--- config.mk ---
export PLATFORM = sky130hd
export DESIGN_NAME = histo_spi_receiver
export DESIGN_NICKNAME = d
export VERILOG_FILES = /design/src/rtl/histo_pkg.sv /design/src/rtl/histo_spi_receiver_edge_sync.sv /design/src/rtl/histo_spi_receiver.sv
export SDC_FILE = /design/constraint.sdc
export NUM_CORES = 1
export LEC_CHECK = 0
export CORE_ASPECT_RATIO = 0.75
export CORE_UTILIZATION = 45
export CTS_CLUSTER_DIAMETER = 80
export DETAILED_ROUTE_END_ITERATION = 8
export GPL_TIMING_DRIVEN = 0
export SYNTH_ARGS = -nofsm -noshare
export SYNTH_HDL_FRONTEND = slang
export SYNTH_SLANG_ARGS = --single-unit
--- constraint.sdc ---
create_clock -name clk -period 2.14 [get_ports clk]
set_input_delay 0.428 -clock clk [delete_from_list [all_inputs] [get_ports clk]]
set_output_delay 0.428 -clock clk [all_outputs]
set_load 0.005 [all_outputs]
--- src/rtl/histo_pkg.sv ---
// ============================================================================
//  Module      : histo_pkg
//  Description : Shared constants, error encodings and receiver state type
//                for the histogram serial link receive path.
//  Revision    : 1.0  initial release
// ============================================================================
`default_nettype none

package histo_pkg;

    localparam int HISTO_WORD_BITS   = 32;
    localparam int HISTO_NUM_BINS    = 1024;
    localparam int HISTO_SPACER_BITS = 8;
    localparam int HISTO_COUNT_BITS  = 24;

    // error_code bit 0 = truncated frame, bit 1 = nonzero spacer seen
    localparam logic [1:0] ERR_NONE   = 2'b00;
    localparam logic [1:0] ERR_TRUNC  = 2'b01;
    localparam logic [1:0] ERR_SPACER = 2'b10;

    typedef enum logic [1:0] {
        IDLE = 2'd0,
        RECV = 2'd1,
        DONE = 2'd2
    } rx_state_e;

endpackage

`default_nettype wire

--- src/rtl/histo_spi_receiver_edge_sync.sv ---
// ============================================================================
//  Module      : spi_edge_sync
//  Description : Brings the asynchronous serial clock and data into the clk
//                domain, detects serial-clock rising edges and presents the
//                data bit captured with the same alignment as the edge.
//                edge_pulse / edge_bit appear two clk edges after the first
//                clk edge that samples the serial clock high.
//  Revision    : 1.0  initial release
// ============================================================================
`default_nettype none

module spi_edge_sync (
    input  logic clk,
    input  logic rst_n,
    input  logic spi_clk,
    input  logic spi_mosi,
    output logic edge_pulse,
    output logic edge_bit
);

    logic clk_meta;
    logic clk_sync;
    logic clk_prev;
    logic dat_meta;
    logic dat_sync;

    // Two-flop synchronizers plus a registered rising-edge detect; the data
    // path uses the same depth so the bit lines up with its edge.
    always_ff @(posedge clk or negedge rst_n) begin
        if (!rst_n) begin
            clk_meta   <= 1'b0;
            clk_sync   <= 1'b0;
            clk_prev   <= 1'b0;
            dat_meta   <= 1'b0;
            dat_sync   <= 1'b0;
            edge_pulse <= 1'b0;
            edge_bit   <= 1'b0;
        end else begin
            clk_meta   <= spi_clk;
            clk_sync   <= clk_meta;
            clk_prev   <= clk_sync;
            dat_meta   <= spi_mosi;
            dat_sync   <= dat_meta;
            edge_pulse <= clk_sync & ~clk_prev;
            edge_bit   <= dat_sync;
        end
    end

endmodule

`default_nettype wire

--- src/rtl/histo_spi_receiver.sv ---
// ============================================================================
//  Module      : histo_spi_receiver
//  Description : Receive end of the histogram serial link. Deserializes
//                MSB-first 32-bit words, maps them onto bins (word 0 carries
//                the last bin and the frame number), and reports truncated
//                frames and nonzero spacers.
//                Optional: HISTO_RX_SUM_EN adds a per-frame sum of all bin
//                counts on total_count, valid with frame_done.
//  Revision    : 1.0  initial release
// ============================================================================
`default_nettype none

module histo_spi_receiver
    import histo_pkg::*;
#(
    parameter int WORD_BITS  = HISTO_WORD_BITS,
    parameter int NUM_BINS   = HISTO_NUM_BINS,
    parameter int GAP_CYCLES = 64
) (
    input  logic        clk,
    input  logic        reset,
    input  logic        enable,
    input  logic        spi_clk_i,
    input  logic        spi_mosi_i,
    output logic        bin_valid,
    output logic [9:0]  bin_index,
    output logic [23:0] bin_count,
    output logic [7:0]  frame_number,
    output logic        frame_done,
    output logic        frame_error,
    output logic [1:0]  error_code,
    output logic        busy
`ifdef HISTO_RX_SUM_EN
    ,
    output logic [33:0] total_count
`endif
);

    localparam int BIT_W = $clog2(WORD_BITS);
    localparam int GAP_W = $clog2(GAP_CYCLES + 1);
    localparam logic [BIT_W-1:0] LAST_BIT  = BIT_W'(WORD_BITS - 1);
    localparam logic [9:0]       LAST_WORD = 10'(NUM_BINS - 1);
    localparam logic [GAP_W-1:0] GAP_MAX   = GAP_W'(GAP_CYCLES);

    rx_state_e              state;
    rx_state_e              state_nxt;
    logic [GAP_W-1:0]       gap_cnt;
    logic [WORD_BITS-2:0]   shift;
    logic [BIT_W-1:0]       bit_cnt;
    logic [9:0]             word_idx;
    logic                   word_pend;
    logic [WORD_BITS-1:0]   word;
    logic [1:0]             err;
    logic                   edge_pulse;
    logic                   edge_bit;

    logic                   gap_ok;
    logic                   start;
    logic                   active;
    logic                   last_word;
    logic                   spacer_hit;
    logic [WORD_BITS-1:0]   shifted;
    logic [HISTO_SPACER_BITS-1:0] spacer;
    logic [HISTO_COUNT_BITS-1:0]  count;

    spi_edge_sync u_edge_sync (
        .clk        (clk),
        .rst_n      (reset),
        .spi_clk    (spi_clk_i),
        .spi_mosi   (spi_mosi_i),
        .edge_pulse (edge_pulse),
        .edge_bit   (edge_bit)
    );

    assign gap_ok     = (gap_cnt == GAP_MAX);
    assign start      = (state == IDLE) && enable && edge_pulse && gap_ok;
    assign active     = (state == RECV) && enable;
    assign last_word  = active && word_pend && (word_idx == LAST_WORD);
    assign shifted    = {shift, edge_bit};
    assign spacer     = word[WORD_BITS-1 -: HISTO_SPACER_BITS];
    assign count      = word[HISTO_COUNT_BITS-1:0];
    assign spacer_hit = active && word_pend && (word_idx != 10'd0) && (spacer != '0);

    assign frame_done  = (state == DONE);
    assign frame_error = (state == DONE) && (err != ERR_NONE);
    assign error_code  = err;
    assign busy        = (state == RECV);

`ifdef HISTO_RX_SUM_EN
    logic [33:0] acc;
    logic [33:0] acc_nxt;
    assign acc_nxt = word_pend ? (acc + {10'd0, count}) : acc;
`endif

    // State register
    always_ff @(posedge clk or negedge reset) begin
        if (!reset) state <= IDLE;
        else        state <= state_nxt;
    end

    // Next state: a gap while receiving means the frame was cut short
    always_comb begin
        state_nxt = state;
        unique case (state)
            IDLE:    if (start) state_nxt = RECV;
            RECV: begin
                if (!enable)                 state_nxt = IDLE;
                else if (last_word || gap_ok) state_nxt = DONE;
            end
            DONE:    state_nxt = IDLE;
            default: state_nxt = IDLE;
        endcase
    end

    // Gap timing, bit assembly, word-to-bin mapping and error collection
    always_ff @(posedge clk or negedge reset) begin
        if (!reset) begin
            gap_cnt      <= '0;
            shift        <= '0;
            bit_cnt      <= '0;
            word_idx     <= '0;
            word_pend    <= 1'b0;
            word         <= '0;
            err          <= ERR_NONE;
            bin_valid    <= 1'b0;
            bin_index    <= '0;
            bin_count    <= '0;
            frame_number <= '0;
`ifdef HISTO_RX_SUM_EN
            acc          <= '0;
            total_count  <= '0;
`endif
        end else begin
            if (edge_pulse)  gap_cnt <= '0;
            else if (!gap_ok) gap_cnt <= gap_cnt + 1'b1;

            bin_valid <= 1'b0;

            if (start) begin
                shift     <= {{(WORD_BITS-2){1'b0}}, edge_bit};
                bit_cnt   <= BIT_W'(1);
                word_idx  <= '0;
                word_pend <= 1'b0;
                err       <= ERR_NONE;
`ifdef HISTO_RX_SUM_EN
                acc       <= '0;
`endif
            end else if (active) begin
                word_pend <= 1'b0;
                if (edge_pulse) begin
                    shift <= shifted[WORD_BITS-2:0];
                    if (bit_cnt == LAST_BIT) begin
                        bit_cnt   <= '0;
                        word_pend <= 1'b1;
                        word      <= shifted;
                    end else begin
                        bit_cnt <= bit_cnt + 1'b1;
                    end
                end
                if (word_pend) begin
                    bin_valid <= 1'b1;
                    bin_count <= count;
                    word_idx  <= word_idx + 1'b1;
                    if (word_idx == 10'd0) begin
                        bin_index    <= LAST_WORD;
                        frame_number <= spacer;
                    end else begin
                        bin_index <= word_idx - 10'd1;
                    end
                end
                err <= err | (spacer_hit ? ERR_SPACER : ERR_NONE)
                           | (gap_ok     ? ERR_TRUNC  : ERR_NONE);
`ifdef HISTO_RX_SUM_EN
                acc <= acc_nxt;
`endif
            end else begin
                // idle, done or aborted: nothing partial survives
                shift     <= '0;
                bit_cnt   <= '0;
                word_idx  <= '0;
                word_pend <= 1'b0;
            end

`ifdef HISTO_RX_SUM_EN
            if ((state == RECV) && (state_nxt == DONE)) total_count <= acc_nxt;
`endif
        end
    end

endmodule

`default_nettype wire

==> impl_metrics.json <==
{
  "post_dp_cell_area_um2": 6513,
  "hold_viol_final": 0,
  "final_common_cell": "dfrtp_1",
  "firstDrtPassIters": 4,
  "drt-total-wl_um": 11030,
  "synth_top_family_by_area": "simple AND/OR/NAND/NOR gates",
  "power_density_nw_per_um2": 805.6,
  "diodes": 0,
  "synth_mux_area_share_pct": 13.91,
  "clk_pin_slew_worst_paths_ps": 60,
  "drtIter0Drc": 215,
  "critPathKind": "reg -> out",
  "die_w_um": 132.6,
  "grt_pass1_vias": 3799,
  "synth_compound_area_share_pct": 3.022,
  "numCtsBuffers": 17,
  "grt_antenna_before_repair": 0,
  "synth_top_flop_cell": "dfrtp_1",
  "synthDistinctLibCells": 41,
  "hpwl_um": 7348,
  "worst_ir_drop_vdd_mv": 0.5146,
  "setup_violations": 0,
  "clockBufferDepth": 2,
  "critical_path.max_stage_delay_ps": 550,
  "drive_gt1_share_pct": 15.09,
  "utilization_pct": 57.53,
  "place_congestion": 0.8617,
  "multiInputGateArea_um2": 2123,
  "finalCriticalPeriod_ps": 2062,
  "layoutNonFillerInstCount": 749,
  "detail-route-antenna-nets": 0,
  "layout_worst_path_cycle_share_pct": 96.33,
  "dpl.cell_count": 716,
  "fin_area_um2": 7129,
  "yosysSeqAreaShare_pct": 60.87,
  "status": "finished, final reports clean",
  "ys_warn_count": 0,
  "final_cell_mix": "dfrtp_1 (140), nand2_1 (90), nor2_1 (58)",
  "r2r-start": "bit_cnt[0]$_DFFE_PN0P_",
  "worst_pin_slew_ps": 622.6,
  "worstSkewPairLatency_ps": 410,
  "synth_fa_ha_area_share_pct": 1.304,
  "cp.required_ps": 1710,
  "syn_nets": 508,
  "grt_max_degree": 84,
  "synth_top_cell_by_area": "dfrtp_1",
  "critPathLaunchType": "flip-flop",
  "async_reset_ff_share_pct": 100.0,
  "nets": 581,
  "dieArea_um2": 13250,
  "hold_class": "reg -> reg",
  "p_leak_nw": 3.450,
  "p_total_mw": 5.743,
  "synth_xor_area_share_pct": 3.043,
  "ys_ff_latch": 140,
  "grt_overflow": 0,
  "synth_edf_count": 0,
  "tns_ps": 0,
  "coreArea_um2": 12390,
  "cp.arrival_ps": 1630,
  "crit_family": "buffers and inverters",
  "drc": 0,
  "end_kind": "primary output",
  "cp_max_fo": 5,
  "crit_buf_inv": 1,
  "grt_pass1_wl_um": 19060,
  "critPathSlowestCell": "clkdlybuf4s50_1",
  "cts_root_buf": "clkbuf_16",
  "avgViaCountPerCell": 4.944,
  "postCtsSetupBuffers": 0,
  "max_freq_mhz": 485.1,
  "regArea_um2": 3503,
  "timing.hold.ws_ps": 346.6,
  "fin_ws_ps": 78.44,
  "die_h_um": 99.94,
  "finalMaxSlewViolations": 0,
  "synth_top_area_share_pct": 60.87,
  "finalClockSkew_ps": 10.06,
  "wl_per_cell_um": 14.72,
  "n_fill_cell": 1029,
  "grt_use_total_pct": 18.71,
  "num_rows": 35,
  "worstHoldStart": "u_edge_sync.dat_meta$_DFF_PN0_",
  "drv_cap": 0,
  "dr_total_vias": 3703,
  "crit_path_cell_trace": "nor2b_1, clkdlybuf4s50_1",
  "synthCells": 497,
  "start_util_pct": 46.44,
  "crit_path_start": "state[0]$_DFFE_PN0P_",
  "cts_tree": "yes",
  "syn_area_per_cell_um2": 11.58,
  "rsz0062_at_grt": "no",
  "pin_count": 53,
  "cts_max_level": 4,
  "place_ws_ps": -298.5,
  "io_buffers": 52,
  "relSlewSlack_pct": 58.49,
  "area_delta_synth_final_pct": 23.87,
  "syn_area_um2": 5756,
  "synth_area_leaders": "dfrtp_1 (61%), mux2_2 (6.3%), nand2_1 (5.9%)",
  "synth-simple-area-share_pct": 15.35,
  "clock_sinks": 140
}
==> worst register-to-register path: stages (launching register included) <==
cell      delay (ps)
dfrtp_1          400
ha_1             220
and3_1           190
ha_1             280
nand3_4          190
clkbuf_4         250
mux2_2           350
==> cells by family (layout without fill, tap and decap cells) <==
group                      Yosys count  count (layout)
and+or+nand+nor                    196             196
xor gates and xnor gates            20              20
DFF                                140             140
muxes                               72              72
buffers and inverters               32             118
adders and majority gates            6               6
AOI/OAI and AO/OA                   31              31
==> final timing paths <==
check	slack, ps	endpoint	depth (start not counted)
setup / recovery	80	busy	2
hold / removal	350	u_edge_sync.dat_sync$_DFF_PN0_	0
setup reg to reg	150	word[27]$_DFFE_PN0P_	6
hold reg to reg	350	u_edge_sync.dat_sync$_DFF_PN0_	0
max in group asynchronous	820	bin_index[1]$_DFFE_PN0P_	3
min in group asynchronous	540	gap_cnt[1]$_DFFE_PN0P_	2
==> synth_stat cells (2+ instances only) <==
| master | n |
|---|---|
| mux2_2 | 32 |
| xor2_1 | 12 |
| o21ai_0 | 8 |
| inv_1 | 7 |
| nand3_1 | 9 |
| buf_1 | 4 |
| buf_6 | 2 |
| clkbuf_1 | 11 |
| a21oi_1 | 15 |
| dfrtp_1 | 140 |
| nor2_1 | 58 |
| xnor2_1 | 8 |
| nand2_1 | 90 |
| nor4_1 | 4 |
| nand3b_1 | 5 |
| a31oi_1 | 2 |
| ha_1 | 6 |
| nor3_1 | 5 |
| and3_1 | 4 |
| mux2_4 | 8 |
| mux2i_1 | 32 |
| nor4bb_1 | 2 |
| buf_2 | 7 |
| or3_1 | 2 |
| nor2b_1 | 5 |
| nand4_1 | 4 |
==> flip-flops by register name (all words and copies together) (netlist names), named ones only <==
signal and flops:
gap_cnt 7, u_edge_sync.dat_sync 1, shift 31, bin_valid 1
word_pend 1, u_edge_sync.clk_meta 1, u_edge_sync.clk_prev 1, word_idx 10
bit_cnt 5, bin_count 24, error_code 1, bin_index 10
frame_number 8, u_edge_sync.edge_bit 1, u_edge_sync.clk_sync 1, u_edge_sync.dat_meta 1
u_edge_sync.edge_pulse 1, word 32, state 2
==> area by class of cell <==
cell class,count,share of cell area (%)
Inverter,8,0.4212
Clock buffer,22,6.511
Timing Repair Buffer,54,7.845
Tap cell,166,2.913
Multi-Input combinational cell,325,29.78
Sequential cell,140,49.14
Buffer,24,1.755
Clock inverter,10,1.632
==> power by group <==
group	internal [mW]	switching, mW	total [mW]
Combinational	0.0665	0.111	0.177
Clock	1.77	1.08	2.85
Sequential	2.68	0.0357	2.72
==> routing by layer <==
layer  GRT usage (%)  wire length, um  vias to the layer above
met5               0                0                        -
met4           6.631               72                        0
met3           4.747              369                        5
met2           28.46             5030                       67
met1           26.17             5553                     1823
li1                -                -                     1808
==> repair_timing <==
action                     4_1_cts  5_1_grt
gates cloned                     0        0
gates resized for setup          1       12
hold endpoints to repair        13        0
hold buffers                     1        0
setup endpoints to repair       29       40
Note: power is estimated with default switching activity, not from simulation.
